`config.mk`:
```
export PLATFORM = sky130hd
export DESIGN_NAME = tmds_encoder_hdmi
export DESIGN_NICKNAME = d
export VERILOG_FILES = /design/src/rtl/tmds_encoder_hdmi.sv
export SDC_FILE = /design/constraint.sdc
export NUM_CORES = 1
export LEC_CHECK = 0
export BUFFER_PORTS_ARGS = -buffer_cell sky130_fd_sc_hd__buf_2
export CAP_MARGIN = 15
export CORE_ASPECT_RATIO = 1.75
export CORE_MARGIN = 1
export CORE_UTILIZATION = 55
export DETAILED_ROUTE_END_ITERATION = 12
export GPL_ROUTABILITY_DRIVEN = 0
export PLACE_DENSITY = 0.76
export SYNTH_ARGS = -nofsm -noshare
export SYNTH_HDL_FRONTEND = slang
export SYNTH_SLANG_ARGS = --single-unit
export TNS_END_PERCENT = 5
```
`constraint.sdc`:
```
create_clock -name clk_pix -period 2.7 [get_ports clk_pix]
set_clock_uncertainty 0.15 [all_clocks]
set_input_delay 0.135 -clock clk_pix [delete_from_list [all_inputs] [get_ports clk_pix]]
set_output_delay 0.135 -clock clk_pix [all_outputs]
set_load 0.01 [all_outputs]
```
`src/rtl/tmds_encoder_hdmi.sv`:
```
// HDMI TMDS channel encoder: DVI 8b/10b video, control symbols, video guard
// bands, TERC4 data-island symbols and island guard bands. Includes a 1- or
// 2-stage pipeline and a sticky guard-band sequencing checker.
module tmds_encoder_hdmi #(
  parameter int CHANNEL  = 0,
  parameter int PIPELINE = 1
) (
  input  logic       clk_pix,
  input  logic       rst_n,
  input  logic [2:0] mode,
  input  logic [7:0] data_in,
  input  logic [1:0] ctrl_in,
  input  logic [3:0] aux_in,
  output logic [9:0] tmds,
  output logic [4:0] bias,
  output logic       seq_err
);

  localparam logic [2:0] MODE_CTRL      = 3'd0;
  localparam logic [2:0] MODE_VIDEO     = 3'd1;
  localparam logic [2:0] MODE_VIDEO_GB  = 3'd2;
  localparam logic [2:0] MODE_ISLAND    = 3'd3;
  localparam logic [2:0] MODE_ISLAND_GB = 3'd4;

  localparam logic [9:0] SYM_CTRL_00 = 10'b1101010100;
  localparam logic [9:0] SYM_GB_A    = 10'b1011001100;
  localparam logic [9:0] SYM_GB_B    = 10'b0100110011;

  // TERC4 nibble-to-symbol lookup.
  function automatic logic [9:0] terc4(input logic [3:0] n);
    logic [9:0] s;
    case (n)
      4'h0: s = 10'b1010011100;
      4'h1: s = 10'b1001100011;
      4'h2: s = 10'b1011100100;
      4'h3: s = 10'b1011100010;
      4'h4: s = 10'b0101110001;
      4'h5: s = 10'b0100011110;
      4'h6: s = 10'b0110001110;
      4'h7: s = 10'b0100111100;
      4'h8: s = 10'b1011001100;
      4'h9: s = 10'b0100111001;
      4'hA: s = 10'b0110011100;
      4'hB: s = 10'b1011000110;
      4'hC: s = 10'b1010001110;
      4'hD: s = 10'b1001110001;
      4'hE: s = 10'b0101100011;
      default: s = 10'b1011000011;
    endcase
    return s;
  endfunction

  // Control-period symbol lookup.
  function automatic logic [9:0] ctrl_sym(input logic [1:0] c);
    logic [9:0] s;
    case (c)
      2'b00: s = 10'b1101010100;
      2'b01: s = 10'b0010101011;
      2'b10: s = 10'b0101010100;
      default: s = 10'b1010101011;
    endcase
    return s;
  endfunction

  // ---------------------------------------------------------------------
  // Stage 0: input decode, transition-minimised qm and its balance
  // ---------------------------------------------------------------------
  logic [2:0] mode_norm;
  logic [3:0] n1;
  logic       use_xnor;
  logic [8:0] qm_next;
  logic [3:0] ones;
  logic [4:0] balance_next;
  logic [9:0] fixed_next;

  // Unused mode encodings fall back to CTRL so they never drive video state.
  assign mode_norm = (mode > MODE_ISLAND_GB) ? MODE_CTRL : mode;

  // XOR/XNOR chain selection and disparity of the resulting 8 bits.
  always_comb begin
    logic acc;
    n1 = 4'd0;
    for (int i = 0; i < 8; i++) n1 = n1 + 4'(data_in[i]);
    use_xnor = (n1 > 4'd4) || ((n1 == 4'd4) && !data_in[0]);
    acc = data_in[0];
    qm_next = 9'd0;
    qm_next[0] = acc;
    for (int i = 1; i < 8; i++) begin
      acc = use_xnor ? ~(acc ^ data_in[i]) : (acc ^ data_in[i]);
      qm_next[i] = acc;
    end
    qm_next[8] = !use_xnor;
    ones = 4'd0;
    for (int i = 0; i < 8; i++) ones = ones + 4'(qm_next[i]);
    balance_next = {ones, 1'b0} - 5'd8;
  end

  // Symbol for every non-VIDEO mode, chosen from ctrl/aux and the channel.
  always_comb begin
    fixed_next = SYM_CTRL_00;
    case (mode_norm)
      MODE_VIDEO_GB:  fixed_next = (CHANNEL == 1) ? SYM_GB_B : SYM_GB_A;
      MODE_ISLAND:    fixed_next = terc4(aux_in);
      MODE_ISLAND_GB: fixed_next = (CHANNEL == 0) ? terc4({2'b11, aux_in[1:0]}) : SYM_GB_B;
      default:        fixed_next = ctrl_sym(ctrl_in);
    endcase
  end

  // ---------------------------------------------------------------------
  // Optional stage-1 register between decode and DC balancing
  // ---------------------------------------------------------------------
  logic [2:0] s1_mode;
  logic [8:0] s1_qm;
  logic [4:0] s1_balance;
  logic [9:0] s1_fixed;

  generate
    if (PIPELINE == 1) begin : g_pipe1
      assign s1_mode    = mode_norm;
      assign s1_qm      = qm_next;
      assign s1_balance = balance_next;
      assign s1_fixed   = fixed_next;
    end else if (PIPELINE == 2) begin : g_pipe2
      logic [2:0] mode_reg;
      logic [8:0] qm_reg;
      logic [4:0] balance_reg;
      logic [9:0] fixed_reg;

      // Stage 1 holds the decoded symbol; reset loads an idle CTRL 00 entry.
      always_ff @(posedge clk_pix or negedge rst_n) begin
        if (!rst_n) begin
          mode_reg    <= MODE_CTRL;
          qm_reg      <= 9'd0;
          balance_reg <= 5'd0;
          fixed_reg   <= SYM_CTRL_00;
        end else begin
          mode_reg    <= mode_norm;
          qm_reg      <= qm_next;
          balance_reg <= balance_next;
          fixed_reg   <= fixed_next;
        end
      end

      assign s1_mode    = mode_reg;
      assign s1_qm      = qm_reg;
      assign s1_balance = balance_reg;
      assign s1_fixed   = fixed_reg;
    end else begin : g_bad_pipeline
      $error("tmds_encoder_hdmi: PIPELINE must be 1 or 2");
    end
  endgenerate

  generate
    if (CHANNEL < 0 || CHANNEL > 2) begin : g_bad_channel
      $error("tmds_encoder_hdmi: CHANNEL must be 0, 1 or 2");
    end
  endgenerate

  // ---------------------------------------------------------------------
  // Final stage: DC balancing with running disparity, plus the checker
  // ---------------------------------------------------------------------
  logic [9:0] tmds_reg, tmds_next;
  logic [4:0] bias_reg, bias_next;
  logic       seq_err_reg, seq_err_next;
  logic [2:0] prev_mode_reg;
  logic [1:0] gb_cnt_reg, gb_cnt_next;
  logic       trail_reg, trail_next;

  // Running-disparity selection; any non-VIDEO symbol forces bias back to 0.
  always_comb begin
    tmds_next = s1_fixed;
    bias_next = 5'd0;
    if (s1_mode == MODE_VIDEO) begin
      if ((bias_reg == 5'd0) || (s1_balance == 5'd0)) begin
        tmds_next = {~s1_qm[8], s1_qm[8], s1_qm[8] ? s1_qm[7:0] : ~s1_qm[7:0]};
        bias_next = s1_qm[8] ? (bias_reg + s1_balance) : (bias_reg - s1_balance);
      end else if (bias_reg[4] == s1_balance[4]) begin
        tmds_next = {1'b1, s1_qm[8], ~s1_qm[7:0]};
        bias_next = bias_reg + {3'b000, s1_qm[8], 1'b0} - s1_balance;
      end else begin
        tmds_next = {1'b0, s1_qm[8], s1_qm[7:0]};
        bias_next = bias_reg - {3'b000, ~s1_qm[8], 1'b0} + s1_balance;
      end
    end
  end

  // Guard-band run tracking and violation detection against the previous mode.
  always_comb begin
    logic is_gb;
    logic viol;
    is_gb = (s1_mode == MODE_VIDEO_GB) || (s1_mode == MODE_ISLAND_GB);
    if (!is_gb)                       gb_cnt_next = 2'd0;
    else if (s1_mode != prev_mode_reg) gb_cnt_next = 2'd1;
    else if (gb_cnt_reg == 2'd3)       gb_cnt_next = 2'd3;
    else                               gb_cnt_next = gb_cnt_reg + 2'd1;

    // An island guard run that directly follows ISLAND is a trailing run.
    trail_next = 1'b0;
    if (s1_mode == MODE_ISLAND_GB) begin
      if (prev_mode_reg == MODE_ISLAND)         trail_next = 1'b1;
      else if (prev_mode_reg == MODE_ISLAND_GB) trail_next = trail_reg;
    end

    viol = 1'b0;
    if (s1_mode == MODE_VIDEO) begin
      if ((prev_mode_reg != MODE_VIDEO) && (prev_mode_reg != MODE_VIDEO_GB)) viol = 1'b1;
      if ((prev_mode_reg == MODE_VIDEO_GB) && (gb_cnt_reg != 2'd2))          viol = 1'b1;
    end
    if (s1_mode == MODE_ISLAND) begin
      if ((prev_mode_reg != MODE_ISLAND) && (prev_mode_reg != MODE_ISLAND_GB)) viol = 1'b1;
      if ((prev_mode_reg == MODE_ISLAND_GB) && !trail_reg && (gb_cnt_reg != 2'd2)) viol = 1'b1;
    end
    seq_err_next = seq_err_reg | viol;
  end

  // Output registers and checker state; reset discards everything in flight.
  always_ff @(posedge clk_pix or negedge rst_n) begin
    if (!rst_n) begin
      tmds_reg      <= SYM_CTRL_00;
      bias_reg      <= 5'd0;
      seq_err_reg   <= 1'b0;
      prev_mode_reg <= MODE_CTRL;
      gb_cnt_reg    <= 2'd0;
      trail_reg     <= 1'b0;
    end else begin
      tmds_reg      <= tmds_next;
      bias_reg      <= bias_next;
      seq_err_reg   <= seq_err_next;
      prev_mode_reg <= s1_mode;
      gb_cnt_reg    <= gb_cnt_next;
      trail_reg     <= trail_next;
    end
  end

  assign tmds    = tmds_reg;
  assign bias    = bias_reg;
  assign seq_err = seq_err_reg;

endmodule
```
==> summary by stage, run 1 <==
Global routing
The sum of overflow across all layers after global routing is 0. The via count of the first global-routing pass was 2283. The first global-routing pass estimated 10.0 mm of wire. The largest net degree at the start of global routing is 22. Global routing consumed, over all layers together, a little over a quarter of the routing resources. The initial antenna violation count is 0.

Synthesis
The count of different cell masters after synthesis is 51. The post-synthesis register bit count is 21. The share of the synthesized area in the top cell type is approximately 15%.

The cell area that synthesis handed to floorplanning was ~2700 um^2. The number of enable-type register cells in the synthesized netlist is 0. The share of async-settable or async-resettable flops after synthesis is 100%. The number of warning messages in the yosys log is 0.

Sorting the synthesized cells by area gives the leading types as sky130_fd_sc_hd__ha_1, sky130_fd_sc_hd__dfrtp_1, sky130_fd_sc_hd__fa_1, sky130_fd_sc_hd__xnor2_1, sky130_fd_sc_hd__inv_1. The cell count after synthesis is 312. Of all cell types, the one taking the most synthesized area is sky130_fd_sc_hd__ha_1. The leading register cell type out of synthesis is sky130_fd_sc_hd__dfrtp_1. The synthesized netlist net count is ~380. The share of synthesized area occupied by flip-flops and latches is ~20%.

The per-instance average area after synthesis is 8.65 um^2.

Placed design
Buffers placed on the I/O ports in this run total 33. Timing analysis after detailed placement gives a worst setup slack of -4.22 ns. Once detailed placement completed, the half-perimeter wirelength came to approximately 5.4 mm.

CTS
CTS built an H-tree with a depth of 1. In this run the post-CTS setup repair buffer count came out at 0. The number of clock buffers inserted by TritonCTS is 3.

The clock edge transition at the registers on the reported setup and hold paths is 0.08 ns. Clock latency on the worst-skew pair, taken at its later pin, is ~0.27 ns. The clock sink total is 21. The number of buffers on the longest clock path is 2.

The clock root buffer is sky130_fd_sc_hd__clkbuf_8. TritonCTS built the clock tree.

Detailed routing
Detailed routing placed a total of ~3.7 mm of wire on met2. The number of antenna-violating nets in the routed design is 0. The total detailed-routing wirelength is around 6.5 mm. The detailed router used layers up to and including met4. After detailed routing, the number of remaining DRC violations is 0. The first detailed-routing pass took 6 iterations. In the routed layout, each cell is associated on average with a via count of 5.69.

In the final routing, the length of wire on met1 measures about 2.3 mm. The routed length per instance is 15.3 um. The number of vias after detailed routing is ~2400.

The number of DRC markers after the initial detailed-route iteration is 36. The routed design uses between 150 and 200 um of met3 wire.

Final layout
The flip-flop count of the largest register after layout is 10. The number of filler cells placed in the layout is between 300 and 400. The fraction of layout instances using a drive strength above 1 is approximately 30%. Leaving out fill and tap cells, the most frequent cell in the layout is sky130_fd_sc_hd__buf_4. In the layout the commonest cells are sky130_fd_sc_hd__buf_4, sky130_fd_sc_hd__inv_1, sky130_fd_sc_hd__buf_2. The number of antenna diodes in the final layout is 0.

The area added between synthesis and finish is 24.5%. The net count of the finished layout is 439.

Critical path
The worst setup path is launched from a primary input. Along the worst path, the maximum fanout reaches 3. The critical path is of the primary input to flip-flop type. The length in cells of the worst reg-to-reg path is 8. The startpoint identified for the worst register-to-register timing path is bias[1]. The data required time of the worst path is between 2 and 3 ns. The worst register-to-register path ends at bias[3]. Data arrives at the worst endpoint at around 6.6 ns. Across all register-to-register paths, the minimum setup slack is 0.32 ns. The worst setup path is captured at a flip-flop.

Run
Max-cap violations in this run came to 0.

Timing
Setup repair after global routing could not meet its margin everywhere. The worst pin sits at a relative slew slack of between 50% and 60%. Timing would allow up to between 150 and 200 MHz. Final hold analysis gives a worst-case slack of about 0.13 ns.

The post-layout worst setup margin is -3.82 ns. Setup violations remaining at the end of the flow were counted as 14. The count of endpoints failing hold in the final timing report is 0. After layout, the worst path uses 242% of the clock period. The max-slew violation total from the final report was 0. The time the worst path needs with I/O delays and setup is roughly 6.5 ns. The transition at the pin with the smallest max-transition slack is roughly 0.74 ns.

Status
The flow ran to the end, but the final reports show violations. The final reports fail on negative setup slack.

Die
The height of the die is about 95 um. The core area is 4710 um^2. The floorplan has 33 rows. The die covers between 5000 and 6000 um^2. The top-level I/O count is 35. From left edge to right edge, the die measures about 55 um.

The initial utilization of the core area, before any placement, comes to 57.3%.

Hold path
Along the worst hold path, the cell count comes to 4. The worst hold path begins at aux_in[1]. The hold-critical path endpoint is tmds[4]. The worst min-delay path category is primary input to flip-flop.
==> metrics by stage <==
step                      instance area [um^2]  utilization (%)  setup TNS (ns)  std cells
after detailed placement                  3250             69.1          -52.64        420
after floorplan                           2790                -          -49.69        312
after CTS                                 3340             71.0          -47.02        425
after global routing                      3360             71.4          -50.13        425
after global placement                    3250             69.1          -51.06        420
final                                     3360             71.4          -47.06        425
==> worst max-delay path, stage by stage <==
cell and delay [ns]:
sky130_fd_sc_hd__buf_6 0.07, sky130_fd_sc_hd__inv_2 0.03, sky130_fd_sc_hd__fa_1 0.55, sky130_fd_sc_hd__fa_1 0.44
sky130_fd_sc_hd__fa_1 0.50, sky130_fd_sc_hd__inv_1 0.05, sky130_fd_sc_hd__ha_2 0.17, sky130_fd_sc_hd__fa_2 0.56
sky130_fd_sc_hd__nor3b_4 0.05, sky130_fd_sc_hd__o22ai_4 0.19, sky130_fd_sc_hd__xor2_1 0.20, sky130_fd_sc_hd__fa_1 0.47
sky130_fd_sc_hd__xnor2_1 0.15, sky130_fd_sc_hd__ha_1 0.29, sky130_fd_sc_hd__fa_1 0.44, sky130_fd_sc_hd__ha_2 0.20
sky130_fd_sc_hd__fa_1 0.49, sky130_fd_sc_hd__inv_2 0.07, sky130_fd_sc_hd__ha_4 0.26, sky130_fd_sc_hd__nand2_2 0.04
sky130_fd_sc_hd__o21ai_2 0.07, sky130_fd_sc_hd__inv_1 0.06, sky130_fd_sc_hd__ha_1 0.27, sky130_fd_sc_hd__a21o_1 0.16
sky130_fd_sc_hd__a21oi_2 0.17, sky130_fd_sc_hd__xnor2_2 0.15, sky130_fd_sc_hd__xnor2_1 0.10, sky130_fd_sc_hd__a211oi_1 0.20
==> routing by layer <==
layer | up-vias | track usage [%]
li1 | 1163 | -
met1 | 1164 | 24.7
met2 | 63 | 52.2
met3 | 30 | 2.42
met4 | 0 | 12.7
met5 | - | 0
==> cells by family (layout without fill, tap and decap cells) <==
kind of cell / Yosys count / count (layout) / share of synthesized area, %
AOI/OAI and AO/OA: 83 / 83 / 20.4
and+or+nand+nor: 64 / 64 / 10.7
buffers and inverters: 56 / 117 / 7.93
adders and majority gates: 46 / 46 / 25.0
xor gates and xnor gates: 38 / 38 / 15.0
DFF: 21 / 21 / 19.7
muxes: 3 / 3 / 1.16
other: 1 / 1 / 0.139
==> what timing repair did <==
action                                  CTS  global route
resized for setup                         9             3
hold buffers                              1             0
hold endpoints to repair                 16             0
cloned                                    0             0
endpoints found under the setup margin   14            14
pin swaps                                 7             2
==> layout make-up <==
cell class / count / area (um^2) / area share, %
multi-input combinational: 235 / 2080 / 61.9
sequential: 21 / 532 / 15.8
timing repair buffer: 73 / 487 / 14.5
inverter: 40 / 150 / 4.47
tap: 52 / 65.1 / 1.94
clock buffer: 3 / 41.3 / 1.23
clock inverter: 1 / 5.00 / 0.149
==> how the worst max path moves through the flow <==
stage | start | endpoint | slack [ns]
after floorplan | data_in[3] | bias[4] | -3.96
after global placement | data_in[3] | bias[4] | -4.07
after detailed placement | data_in[3] | bias[4] | -4.22
after CTS | data_in[3] | bias[4] | -3.83
after global routing | data_in[3] | bias[4] | -4.05
final | data_in[3] | bias[4] | -3.82
==> synthesized netlist by cell type (11+ instances only) <==
library cell,instances
sky130_fd_sc_hd__dfrtp_1,16
sky130_fd_sc_hd__clkbuf_1,14
sky130_fd_sc_hd__nand2_1,19
sky130_fd_sc_hd__xnor2_1,22
sky130_fd_sc_hd__a21oi_1,25
sky130_fd_sc_hd__inv_1,40
sky130_fd_sc_hd__o21ai_0,19
sky130_fd_sc_hd__xor2_1,11
sky130_fd_sc_hd__fa_1,13
sky130_fd_sc_hd__ha_1,33
sky130_fd_sc_hd__nor2_1,25
Power of run 1 is left out: the tool's default activity adds up to more than one toggle a clock period on the data nets, which glitch-free logic cannot reach.
==> inputs of run 2 (changes only) <==
Settings changed: SKIP_CTS_REPAIR_TIMING set to 1.
==> summary by stage, run 2 (same netlist as run 1, synthesis figures left out) <==
CTS
The H-tree level count was 1 (unchanged). The clock sink total is 21 (unchanged). The clock edge transition at the registers on the reported setup and hold paths came to 0.08 ns (about the same).

The clock root buffer is sky130_fd_sc_hd__clkbuf_8. The clock latency reported for the late side of the worst-skew pair was 0.27 ns (about the same). The number of clock buffers inserted by TritonCTS is 3 (unchanged). TritonCTS built the clock tree. The number of buffers on the longest clock path is 2 (unchanged).

Final layout
Leaving out fill and tap cells, the most frequent cells in the layout are sky130_fd_sc_hd__buf_4, sky130_fd_sc_hd__inv_1, sky130_fd_sc_hd__buf_2. The net total in the final layout was 439 (unchanged). The area of all placed cells without fillers came to 3360 um^2 (about the same). The flip-flop count of the largest register after layout came to 10 (unchanged). The fraction of layout instances using a drive strength above 1 is 30.6% (+0.27 points). The number of antenna cells inserted is 0 (unchanged).

The commonest non-fill, non-tap cell in the layout is sky130_fd_sc_hd__buf_4. The area added between synthesis and finish came to 24.6% (about the same). The number of filler cells placed in the layout is 378 (+0.80%). The final core utilization is 71.4% (about the same).

Placed design
The number of buffers inserted by port buffering is 33 (unchanged). The area after detailed placement is 3250 um^2 (unchanged). The half-perimeter wire length after detailed placement came to 5.38 mm (unchanged).

Global routing
The initial antenna violation count is 0 (unchanged). The global-route total usage across every layer is 26.4% (-0.13 points). The global-route wire length before repair is 9.98 mm (-0.62%). The sum of overflow across all layers after global routing is 0 (unchanged).

The via count of the first global-routing pass is 2279 (-0.18%). The largest net degree at the start of global routing was 22 (unchanged).

Detailed routing
The number of DRC markers after the initial detailed-route iteration is 30 (-17%). The detailed-route vias per instance came to 5.68 (-0.21%). The total detailed-routing wirelength came to 6.56 mm (+0.97%). The number of antenna-violating nets in the routed design came to 0 (unchanged).

The number of vias after detailed routing is 2415 (-0.21%). The post-detailed-route DRC marker count was 0 (unchanged). The total iterations of the first detailed-routing run came to 4 (-2).

The routed length per instance is 15.4 um (+0.97%).

Timing
The sum of negative setup slack is -47.13 ns (-0.0759 ns). The max-slew violation total from the final report is 0 (unchanged). The period utilization was 242% (+0.81 points). The time the worst path needs with I/O delays and setup is 6.55 ns (+0.0218 ns). The setup-violating endpoint count in the final report is 14 (unchanged). The normalized max-slew margin is 49.6% (-0.73 points). The post-route worst hold slack was 0.126 ns (+0.000779 ns).

Setup repair after global routing could not meet its margin everywhere. The highest clock rate is 153 MHz (-0.33%). The post-layout worst setup margin is -3.85 ns (-0.0218 ns). The transition at the pin with the smallest max-transition slack is 0.755 ns (+0.0110 ns). The count of endpoints failing hold in the final timing report came to 0 (unchanged).

Critical path
The data required time of the worst path is 2.68 ns (-0.04 ns). The start point of the critical path is data_in[3]. The biggest fanout along the worst timing path is 3 (unchanged). The kind of end point of the critical path is a flip-flop. The worst endpoint data arrival time is 6.52 ns (-0.03 ns).

The worst setup path is launched from a primary input. By startpoint and endpoint, the worst setup path is classified as primary input to flip-flop. The length in cells of the worst reg-to-reg path is 10 (+2). The startpoint identified for the worst register-to-register timing path is bias[2]. In this run the critical register-to-register path is captured at bias[4].

The register-to-register path setup slack is 0.27 ns (-0.05 ns). The critical path ends at bias[4].

Run
The max-cap violation count was 0 (unchanged).

Die
The die outline width is 54.9 um (unchanged). The top-level I/O count is 35 (unchanged). The overall die area is 5200 um^2 (unchanged). The standard-cell row count came to 33 (unchanged).

The height of the die was 94.6 um (unchanged). The core area is 4710 um^2 (unchanged). The initial standard-cell utilization of the core was 57.3% (unchanged).

Status
The final reports fail on negative setup slack. The flow ran to the end, but the final reports show violations.

Hold path
The min-delay analysis places its worst path in the category primary input to flip-flop.
-- run 2: per-layer routing --
layer / vias to the layer above / wire length, um / GRT usage (%)
li1: 1162 / - / -
met1: 1157 / 2280 / 24.4
met2: 71 / 3840 / 52.7
met3: 25 / 186 / 2.42
met4: 0 / 261 / 11.5
met5: - / 0 / 0
-- run 2: layout make-up --
class | instances | area, um^2 | area share (%)
Clock buffer | 3 | 41.3 | 1.23
Multi-Input combinational cell | 235 | 2080 | 61.9
Inverter | 40 | 150 | 4.47
Sequential cell | 21 | 532 | 15.8
Tap cell | 52 | 65.1 | 1.94
Clock inverter | 1 | 5.00 | 0.149
Timing Repair Buffer | 73 | 487 | 14.5
-- run 2: how the worst min path moves through the flow --
stage	startpoint	to	slack (ns)	depth (start not counted)
after global placement	rst_n	bias[2]	-0.04	1
after detailed placement	rst_n	bias[2]	-0.03	1
after global routing	aux_in[1]	tmds[4]	0.16	4
final	aux_in[1]	tmds[4]	0.13	4
after floorplan	rst_n	bias[1]	-0.31	0
after CTS	rst_n	bias[2]	-0.32	1
-- run 2: critical path: stages --
cell and delay (ns):
sky130_fd_sc_hd__buf_6 0.07, sky130_fd_sc_hd__inv_2 0.03, sky130_fd_sc_hd__fa_1 0.49, sky130_fd_sc_hd__fa_1 0.54, sky130_fd_sc_hd__fa_1 0.42, sky130_fd_sc_hd__inv_1 0.07, sky130_fd_sc_hd__ha_2 0.18, sky130_fd_sc_hd__fa_2 0.46
sky130_fd_sc_hd__nor3b_4 0.25, sky130_fd_sc_hd__o22ai_4 0.11, sky130_fd_sc_hd__xor2_1 0.20, sky130_fd_sc_hd__fa_1 0.47, sky130_fd_sc_hd__xnor2_1 0.15, sky130_fd_sc_hd__ha_1 0.29, sky130_fd_sc_hd__fa_1 0.44, sky130_fd_sc_hd__ha_2 0.20
sky130_fd_sc_hd__fa_1 0.49, sky130_fd_sc_hd__inv_2 0.07, sky130_fd_sc_hd__ha_4 0.27, sky130_fd_sc_hd__inv_1 0.05, sky130_fd_sc_hd__ha_1 0.30, sky130_fd_sc_hd__a21o_1 0.20, sky130_fd_sc_hd__a21oi_2 0.15, sky130_fd_sc_hd__xnor2_1 0.13
sky130_fd_sc_hd__nor2_1 0.06, sky130_fd_sc_hd__a211oi_1 0.21, sky130_fd_sc_hd__a211oi_1 0.09
-- run 2: stage by stage --
| step | std cells | setup WS [ns] |
|---|---|---|
| CTS | 424 | -3.97 |
| detailed placement | 420 | -4.22 |
| floorplan | 312 | -3.96 |
| finish | 425 | -3.85 |
| global placement | 420 | -4.07 |
| global route | 425 | -4.09 |
Power of run 2 is left out for the same reason.
